==> src/rtl/aes_ctr_ctrl.sv <==
// CTR-mode sequencer around aes_core: counter block out, keystream back, XOR with the data stream.
// Per-block latency: LOAD (1) + core latency + XOR (>=1, waits din_valid) + OUT (>=1, waits dout_ready).
// Backpressure: din_ready only while a keystream block is held; dout holds stable until dout_ready.
module aes_ctr_ctrl #(
  parameter int CTR_WIDTH = 32,
  parameter int NB_WIDTH  = 16
) (
  input  logic                clk,
  input  logic                rst,
  input  logic                start,
  input  logic [1:0]          aes_len,
  input  logic [255:0]        key,
  input  logic [127:0]        iv,
  input  logic [NB_WIDTH-1:0] num_blocks,
  output logic                busy,
  output logic                done,
  input  logic [127:0]        din,
  input  logic                din_valid,
  output logic                din_ready,
  output logic [127:0]        dout,
  output logic                dout_valid,
  input  logic                dout_ready,
  output logic                core_rst,
  output logic                core_enc,
  output logic [1:0]          core_aes_len,
  output logic [255:0]        core_key,
  output logic [127:0]        core_block,
  input  logic [127:0]        core_out,
  input  logic                core_valid
);

  typedef enum logic [2:0] {S_IDLE, S_LOAD, S_RUN, S_XOR, S_OUT} state_t;

  state_t              state_q, state_d;
  logic                done_q, done_d;
  logic                dout_valid_q;
  logic [127:0]        ctr_q;
  logic [127:0]        ks_q;
  logic [127:0]        dout_q;
  logic [255:0]        key_q;
  logic [1:0]          len_q;
  logic [NB_WIDTH-1:0] rem_q;

  always_comb begin
    state_d = state_q;
    done_d  = 1'b0;
    case (state_q)
      S_IDLE: begin
        if (start) begin
          if (num_blocks != '0) state_d = S_LOAD;
          else                  done_d  = 1'b1;
        end
      end
      S_LOAD: state_d = S_RUN;
      S_RUN:  if (core_valid) state_d = S_XOR;
      S_XOR:  if (din_valid) state_d = S_OUT;
      S_OUT: begin
        if (dout_ready) begin
          if (rem_q == NB_WIDTH'(1)) begin
            state_d = S_IDLE;
            done_d  = 1'b1;
          end else begin
            state_d = S_LOAD;
          end
        end
      end
      default: state_d = S_IDLE;
    endcase
  end

  always_ff @(posedge clk or negedge rst) begin
    if (!rst) begin
      state_q      <= S_IDLE;
      done_q       <= 1'b0;
      dout_valid_q <= 1'b0;
      ctr_q        <= '0;
      ks_q         <= '0;
      dout_q       <= '0;
      key_q        <= '0;
      len_q        <= '0;
      rem_q        <= '0;
    end else begin
      state_q <= state_d;
      done_q  <= done_d;
      if (state_q == S_IDLE && start && num_blocks != '0) begin
        key_q <= key;
        len_q <= aes_len;
        ctr_q <= iv;
        rem_q <= num_blocks;
      end
      if (state_q == S_RUN && core_valid) ks_q <= core_out;
      if (state_q == S_XOR && din_valid) begin
        dout_q       <= din ^ ks_q;
        dout_valid_q <= 1'b1;
      end
      // Counter advances only once the block has left, so a stalled sink never skips a counter value.
      if (state_q == S_OUT && dout_ready) begin
        dout_valid_q            <= 1'b0;
        rem_q                   <= rem_q - NB_WIDTH'(1);
        ctr_q[CTR_WIDTH-1:0]    <= ctr_q[CTR_WIDTH-1:0] + CTR_WIDTH'(1);
      end
    end
  end

  assign busy         = (state_q != S_IDLE);
  assign done         = done_q;
  assign din_ready    = (state_q == S_XOR);
  assign dout         = dout_q;
  assign dout_valid   = dout_valid_q;
  assign core_rst     = (state_q != S_RUN);
  assign core_enc     = 1'b1;
  assign core_aes_len = len_q;
  assign core_key     = key_q;
  assign core_block   = ctr_q;

endmodule

==> config.mk <==
export PLATFORM = sky130hd
export DESIGN_NAME = aes_ctr_ctrl
export DESIGN_NICKNAME = d
export VERILOG_FILES = /design/src/rtl/aes_ctr_ctrl.sv
export SDC_FILE = /design/constraint.sdc
export NUM_CORES = 1
export LEC_CHECK = 0
export BUFFER_PORTS_ARGS = -buffer_cell sky130_fd_sc_hd__buf_4
export CORE_AREA = 2 2 459 461
export DETAILED_ROUTE_END_ITERATION = 8
export DIE_AREA = 0 0 461 463
export GPL_TIMING_DRIVEN = 0
export PLACE_DENSITY = 0.38
export SKIP_CTS_REPAIR_TIMING = 1
export SLEW_MARGIN = 15
export SYNTH_ARGS = -nofsm -noshare
export SYNTH_HDL_FRONTEND = slang
export SYNTH_SLANG_ARGS = --single-unit
==> constraint.sdc <==
create_clock -name clk -period 2.5 [get_ports clk]
set_input_delay 0.125 -clock clk [delete_from_list [all_inputs] [get_ports clk]]
set_output_delay 0.125 -clock clk [all_outputs]
set_load 0.05 [all_outputs]
==> run_results.csv, run 1 <==
group,metric,value,unit
status,run_status,"finished, violations left",
status,violations,"negative setup slack",
layout,fin_cells,7500,
clock_network,clkTransAtPathRegs,0.06,ns
critical_path,cp_common_cell,"nand2_1",
logic_synthesis,synth.distinct_cells,57,
sta,slew_viol_final,0,
placement,gp_congestion,0.878,
critical_path,critical_path_class,"in -> reg",
sta,finClkSkew,0.0234,ns
critical_path,critPathBufInv,5,
critical_path,r2r_start,"state_q[0]",
critical_path,slowest_stage,"dlygate4sd3_1",
critical_path,worst_path_largest_cell_delay,0.57,ns
logic_synthesis,synth_compound_area_frac,0.0487,
detailed_routing,first_pass_iters,5,
sta,setup_viol,1,
logic_synthesis,netlist_area,0.0265,mm2
floorplan,io-pin-count,1184,
grt,overflow,0,
logic_synthesis,synth_xor_area_frac,0.0429,
placement,dp_cells,6658,
logic_synthesis,yosysMostFrequentCell,"nand2_1",
sta,slew_headroom,0.413,
critical_path,worst_ep_arrival_time,3.15,ns
logic_synthesis,synth.area.top_cells,"dfrtp_1, nand2_1, mux2_2",
detailed_routing,dr_total_vias,26700,
clock_network,clock-sinks,663,
logic_synthesis,synth_ff_type,"dfrtp_1",
detailed_routing,route.detailed.drc,0,
hold_path,worstHoldStart,"din[107]",
logic_synthesis,synth_area_leader_cell,"dfrtp_1",
pwr,power-per-cell-area,1390,mW/mm2
critical_path,cp_top_family,"buffers and inverters",
floorplan,start_util,0.127,
clock_network,cts_buffers,90,
detailed_routing,routed_wl,160000,um
logic_synthesis,muxShareOfSynthArea,0.0551,
logic_synthesis,async_flop_share,1.00,
critical_path,startpoint_type,"input pin",
clock_network,ctsHtreeMaxLevel,3,
sta,tightest_slew,0.874,ns
floorplan,core_area,0.209,mm2
layout,area_growth_syn_to_layout,85.6,%
critical_path,required,3.14,ns
floorplan,rows,168,
detailed_routing,detail-route-antenna-nets,0,
critical_path,crit_fanout,11,
grt,grt_pass1_vias,25100,
sta,setup_ws,-0.00511,ns
logic_synthesis,yosys_register_bits,663,
logic_synthesis,ys_warn_count,0,
sta,rsz0062_at_grt,"true",
pwr,p_leak,23.7,nW
critical_path,end_kind,"flop",
critical_path,cp-startpoint,"num_blocks[11]",
clock_network,clockBufferDepth,3,
detailed_routing,viasPerCell,3.56,
detailed_routing,drt-wirelength-per-cell,21.3,um
layout,layout-drive-gt1-share,0.339,
pwr,ir_worst_vdd,0.732,mV
layout,final_nets,5279,
grt,grt_util_all_layers,0.142,
logic_synthesis,yosys.area_share.adder,0.00142,
logic_synthesis,synth_top_cell_area_share,0.626,
grt,grt_pass1_wl,211000,um
hold_path,hold_path.class,"in -> reg",
logic_synthesis,synth_edf_count,0,
logic_synthesis,ys_top_cells_by_count,"nand2_1, dfrtp_1, o21ai_0",
floorplan,die-area,0.213,mm2
placement,hpwl,127000,um
logic_synthesis,synth_cells,2661,
floorplan,fp.dieW,461,um
detailed_routing,drt-initial-drc-count,1479,
clock_network,cts_tree,"built",
logic_synthesis,synth_nets,3328,
placement,post-place-ws,-1.34,ns
logic_synthesis,syn_area_per_cell,9.97,um2
logic_synthesis,synth-seq-area-share,0.626,
sta,fin_crit_sh,1.00,
logic_synthesis,synth-simple-area-share,0.202,
logic_synthesis,synth_top_family_by_area,"simple AND/OR/NAND/NOR gates",
sta,hold_viol,0,
critical_path,path_cells,"buf_4, dlygate4sd3_1, nor4_1, nand4_1, nand3_1, clkbuf_4, buf_2, clkbuf_1, nand2_1, nand2_1",
layout,n_fill_cell,22800,
sta,layout_min_cycle_time,2.51,ns
floorplan,die_h,463,um
clock_network,insertion_delay,0.70,ns
sta,max_freq,399,MHz
grt,antenna_found_initial,24,
placement,io_buffers,1182,
grt,grt_start_max_net_pins,85,
clock_network,root_buffer,"clkbuf_16",
job,cap_violations,0,
==> area by class of cell <==
type / count / area, um2 / area share
buffer: 137 / 766 / 0.0156
clock buffer: 130 / 2570 / 0.0523
multi-input combinational: 1845 / 9340 / 0.190
tap: 2805 / 3510 / 0.0713
inverter: 16 / 60.1 / 0.00122
antenna: 10 / 25.0 / 0.000508
clock inverter: 35 / 532 / 0.0108
timing repair buffer: 1859 / 15800 / 0.322
sequential: 663 / 16600 / 0.337
==> stage by stage <==
step,instance area [um2],util,power [mW],hold slack (ns),TNS (ns)
final,49200,0.236,68.2,0.0396,-0.00511
after global routing,49200,0.236,72.3,0.0389,-6.10
after CTS,42300,0.203,68.3,-0.848,-362.10
after detailed placement,39200,0.188,54.1,-0.0109,-483.47
after global placement,38900,0.187,53.9,0.318,-5885.33
after floorplan,26500,-,39.6,-0.171,0
==> registers in the layout, indices dropped and copies added, names as in the netlist <==
register / count
core_aes_len: 2
state_q: 3
core_block: 128
done: 1
core_key: 256
dout_valid: 1
rem_q: 16
ks_q: 128
dout: 128
==> where the power goes <==
| group | internal (mW) | leakage [nW] | switching [mW] | total [mW] |
|---|---|---|---|---|
| Combinational | 10.6 | 14.1 | 24.3 | 34.9 |
| Sequential | 15.8 | 8.18 | 3.77 | 19.6 |
| Clock | 8.22 | 1.50 | 5.52 | 13.7 |
| Total | 34.6 | 23.7 | 33.6 | 68.2 |
==> metal layers <==
| metal | routed length (um) | part of all wire | global-route usage | up-vias |
|---|---|---|---|---|
| met5 | 68 | 0.00043 | 0 | - |
| met4 | 3390 | 0.021 | 0.0301 | 10 |
| met3 | 16800 | 0.10 | 0.0671 | 175 |
| met2 | 78000 | 0.49 | 0.242 | 1032 |
| met1 | 61700 | 0.39 | 0.159 | 13000 |
| li1 | - | - | - | 12500 |
==> worst paths after layout <==
check,end,slack [ns],cells after the start
worst max register to register,core_key[109],0.10,9
worst max-delay path,core_key[5],-0.005,10
max in group asynchronous,core_key[106],0.18,7
worst min register to register,core_key[155],0.47,2
worst min-delay path,dout[107],0.04,3
min in group asynchronous,core_block[109],0.54,4
==> placed cells by master, fill, tap and decap left out, types with 10 or more instances in the layout <==
| cell | Yosys | routed |
|---|---|---|
| a21oi_1 | 17 | 17 |
| buf_16 | 0 | 10 |
| buf_2 | 56 | 40 |
| buf_4 | 1 | 1188 |
| bufinv_16 | 0 | 10 |
| clkbuf_1 | 77 | 52 |
| clkbuf_16 | 0 | 90 |
| clkbuf_2 | 0 | 29 |
| clkbuf_4 | 0 | 23 |
| clkbuf_8 | 0 | 17 |
| clkinv_2 | 0 | 10 |
| dfrtp_1 | 663 | 663 |
| diode_2 | 0 | 10 |
| dlygate4sd3_1 | 0 | 664 |
| inv_1 | 16 | 16 |
| mux2_2 | 128 | 128 |
| nand2_1 | 1228 | 1227 |
| nand3_1 | 21 | 21 |
| nand4_1 | 10 | 10 |
| nor2_1 | 32 | 31 |
| nor3_1 | 21 | 20 |
| o211ai_1 | 10 | 10 |
| o21ai_0 | 141 | 140 |
| xnor2_1 | 128 | 128 |
==> cells by family after synthesis <==
logic type | count (synthesis)
AO/OA/AOI/OAI | 222
XOR/XNOR | 130
adder cells (fa/ha/maj) | 3
buffers and inverters | 153
flip-flops | 663
multiplexers | 130
other | 1
AND/OR/NAND/NOR | 1359
==> tightest hold or removal path, cell delays in order <==
cell	delay [ns]
buf_4	0.08
xnor2_1	0.24
o21ai_0	0.23
(Power assumes the default switching activity.)
==> run 2, diff against run 1 <==
- SKIP_CTS_REPAIR_TIMING: 1 -> default
==> run_results.csv, run 2 (synthesis gave the netlist of run 1 again) <==
group,metric,value,unit
grt,grt_pass1_vias,28600,
pwr,ir_worst_vdd,0.734,mV
sta,max_freq,409,MHz
clock_network,cts_tree,"built",
critical_path,critical_path_class,"reg -> reg",
layout,finish.instance_area,0.0493,mm2
floorplan,die_h,463,um
grt,antenna_found_initial,18,
layout,largest_reg_flops,256,
layout,layout_common_cells,"nand2_1, buf_4, dlygate4sd3_1, dfrtp_1, o21ai_0",
placement,gp_congestion,0.878,
floorplan,io-pin-count,1184,
critical_path,worst_ep_arrival_time,3.04,ns
placement,hpwl,127000,um
clock_network,clockBufferDepth,3,
detailed_routing,drt-wirelength-per-cell,21.4,um
critical_path,path_cells,"buf_2, nor3_4, nand2_1, o21ai_0, o21ai_0, a21o_1",
critical_path,end_kind,"flop",
clock_network,clkTransAtPathRegs,0.06,ns
sta,slew_headroom,0.230,
clock_network,insertion_delay,0.70,ns
critical_path,required,3.10,ns
sta,fin_crit_sh,0.977,
floorplan,start_util,0.127,
critical_path,r2r_cells,6,
sta,hold_viol,0,
sta,slew_viol_final,0,
grt,grt_pass1_wl,220000,um
floorplan,die-area,0.213,mm2
sta,finClkSkew,0.0260,ns
clock_network,clock-sinks,663,
pwr,p_leak,23.8,nW
grt,grt_util_all_layers,0.145,
sta,tightest_slew,1.14,ns
sta,setup-tns-final,0,ns
layout,n_fill_cell,22800,
clock_network,ctsHtreeMaxLevel,3,
detailed_routing,first_pass_iters,6,
grt,overflow,0,
floorplan,rows,168,
placement,place_area,0.0392,mm2
detailed_routing,route.detailed.drc,0,
layout,area_growth_syn_to_layout,86.0,%
hold_path,hold_depth,3,
detailed_routing,drt-initial-drc-count,1402,
critical_path,cp_common_cell,"o21ai_0",
critical_path,crit_fanout,10,
clock_network,root_buffer,"clkbuf_16",
detailed_routing,detail-route-antenna-nets,0,
sta,layout_min_cycle_time,2.44,ns
job,cap_violations,0,
critical_path,slowest_stage,"o21ai_0",
hold_path,hold_path.class,"in -> reg",
clock_network,cts_buffers,90,
pwr,power-per-cell-area,1390,mW/mm2
floorplan,fp.dieW,461,um
layout,layout-drive-gt1-share,0.342,
placement,io_buffers,1182,
critical_path,startpoint_type,"flop",
status,run_status,"complete, no violations",
sta,setup_viol,0,
critical_path,worst_path_largest_cell_delay,0.92,ns
detailed_routing,dr_total_vias,26600,
floorplan,core_area,0.209,mm2
layout,layout_commonest_cell,"nand2_1",
layout,final_nets,5281,
detailed_routing,viasPerCell,3.55,
detailed_routing,routed_wl,160000,um
grt,grt_start_max_net_pins,85,
sta,whs,0.0331,ns
## run 2: path summary, 6_finish.rpt
path / from / to / slack, ns
min in group asynchronous: rst / core_block[80] / 0.57
setup / recovery: state_q[1] / core_block[20] / 0.06
hold reg to reg: core_key[155] / core_key[155] / 0.47
hold / removal: din[107] / dout[107] / 0.03
max in group asynchronous: rst / core_key[130] / 0.24
setup reg to reg: state_q[1] / core_block[20] / 0.06
## run 2: power by group
group | total, mW | leakage (nW) | internal, mW | switching, mW
logic | 35.0 | 14.1 | 10.6 | 24.3
clock network | 13.8 | 1.50 | 8.22 | 5.54
registers | 19.6 | 8.18 | 15.8 | 3.78
## run 2: per-layer routing
| layer | up-vias | wire length (um) | GRT usage |
|---|---|---|---|
| met3 | 162 | 16500 | 0.0621 |
| met2 | 1002 | 79000 | 0.252 |
| li1 | 12500 | - | - |
| met1 | 13000 | 61700 | 0.164 |
| met4 | 6 | 3020 | 0.0306 |
| met5 | - | 31 | 0 |
## run 2: cell type report
type	instances	area, um2	area share
tap	2805	3510	0.0712
multi-input combinational	1845	9360	0.190
antenna	7	17.5	0.000355
timing repair buffer	1861	15900	0.322
buffer	137	801	0.0162
clock inverter	35	532	0.0108
sequential	663	16600	0.336
clock buffer	130	2570	0.0522
inverter	16	60.1	0.00122
## run 2: through the flow
step	power (mW)	utilization	std cells	worst slack, ns
floorplan	39.6	-	2661	0.147
global placement	53.9	0.187	6648	-7.68
detailed placement	54.1	0.188	6658	-1.34
CTS	69.5	0.236	7491	-0.00908
global route	72.4	0.236	7494	-0.0116
finish	68.3	0.237	7499	0.0574
## run 2: critical path: cells and delay by family (launching register included)
family          cells  cell delay, ns
simple gates        2            0.42
compound gates      3            1.37
buf+inv             1            0.18
flops               1            0.36
## run 2: timing repair
item / 4_1_cts / 5_1_grt
setup buffers: 2 / 0
hold endpoints to repair: 842 / 0
hold buffers: 666 / 0
pin swaps: 1 / 1
cloned: 0 / 1
setup endpoints to repair: 637 / 518
gates resized for setup: 77 / 64
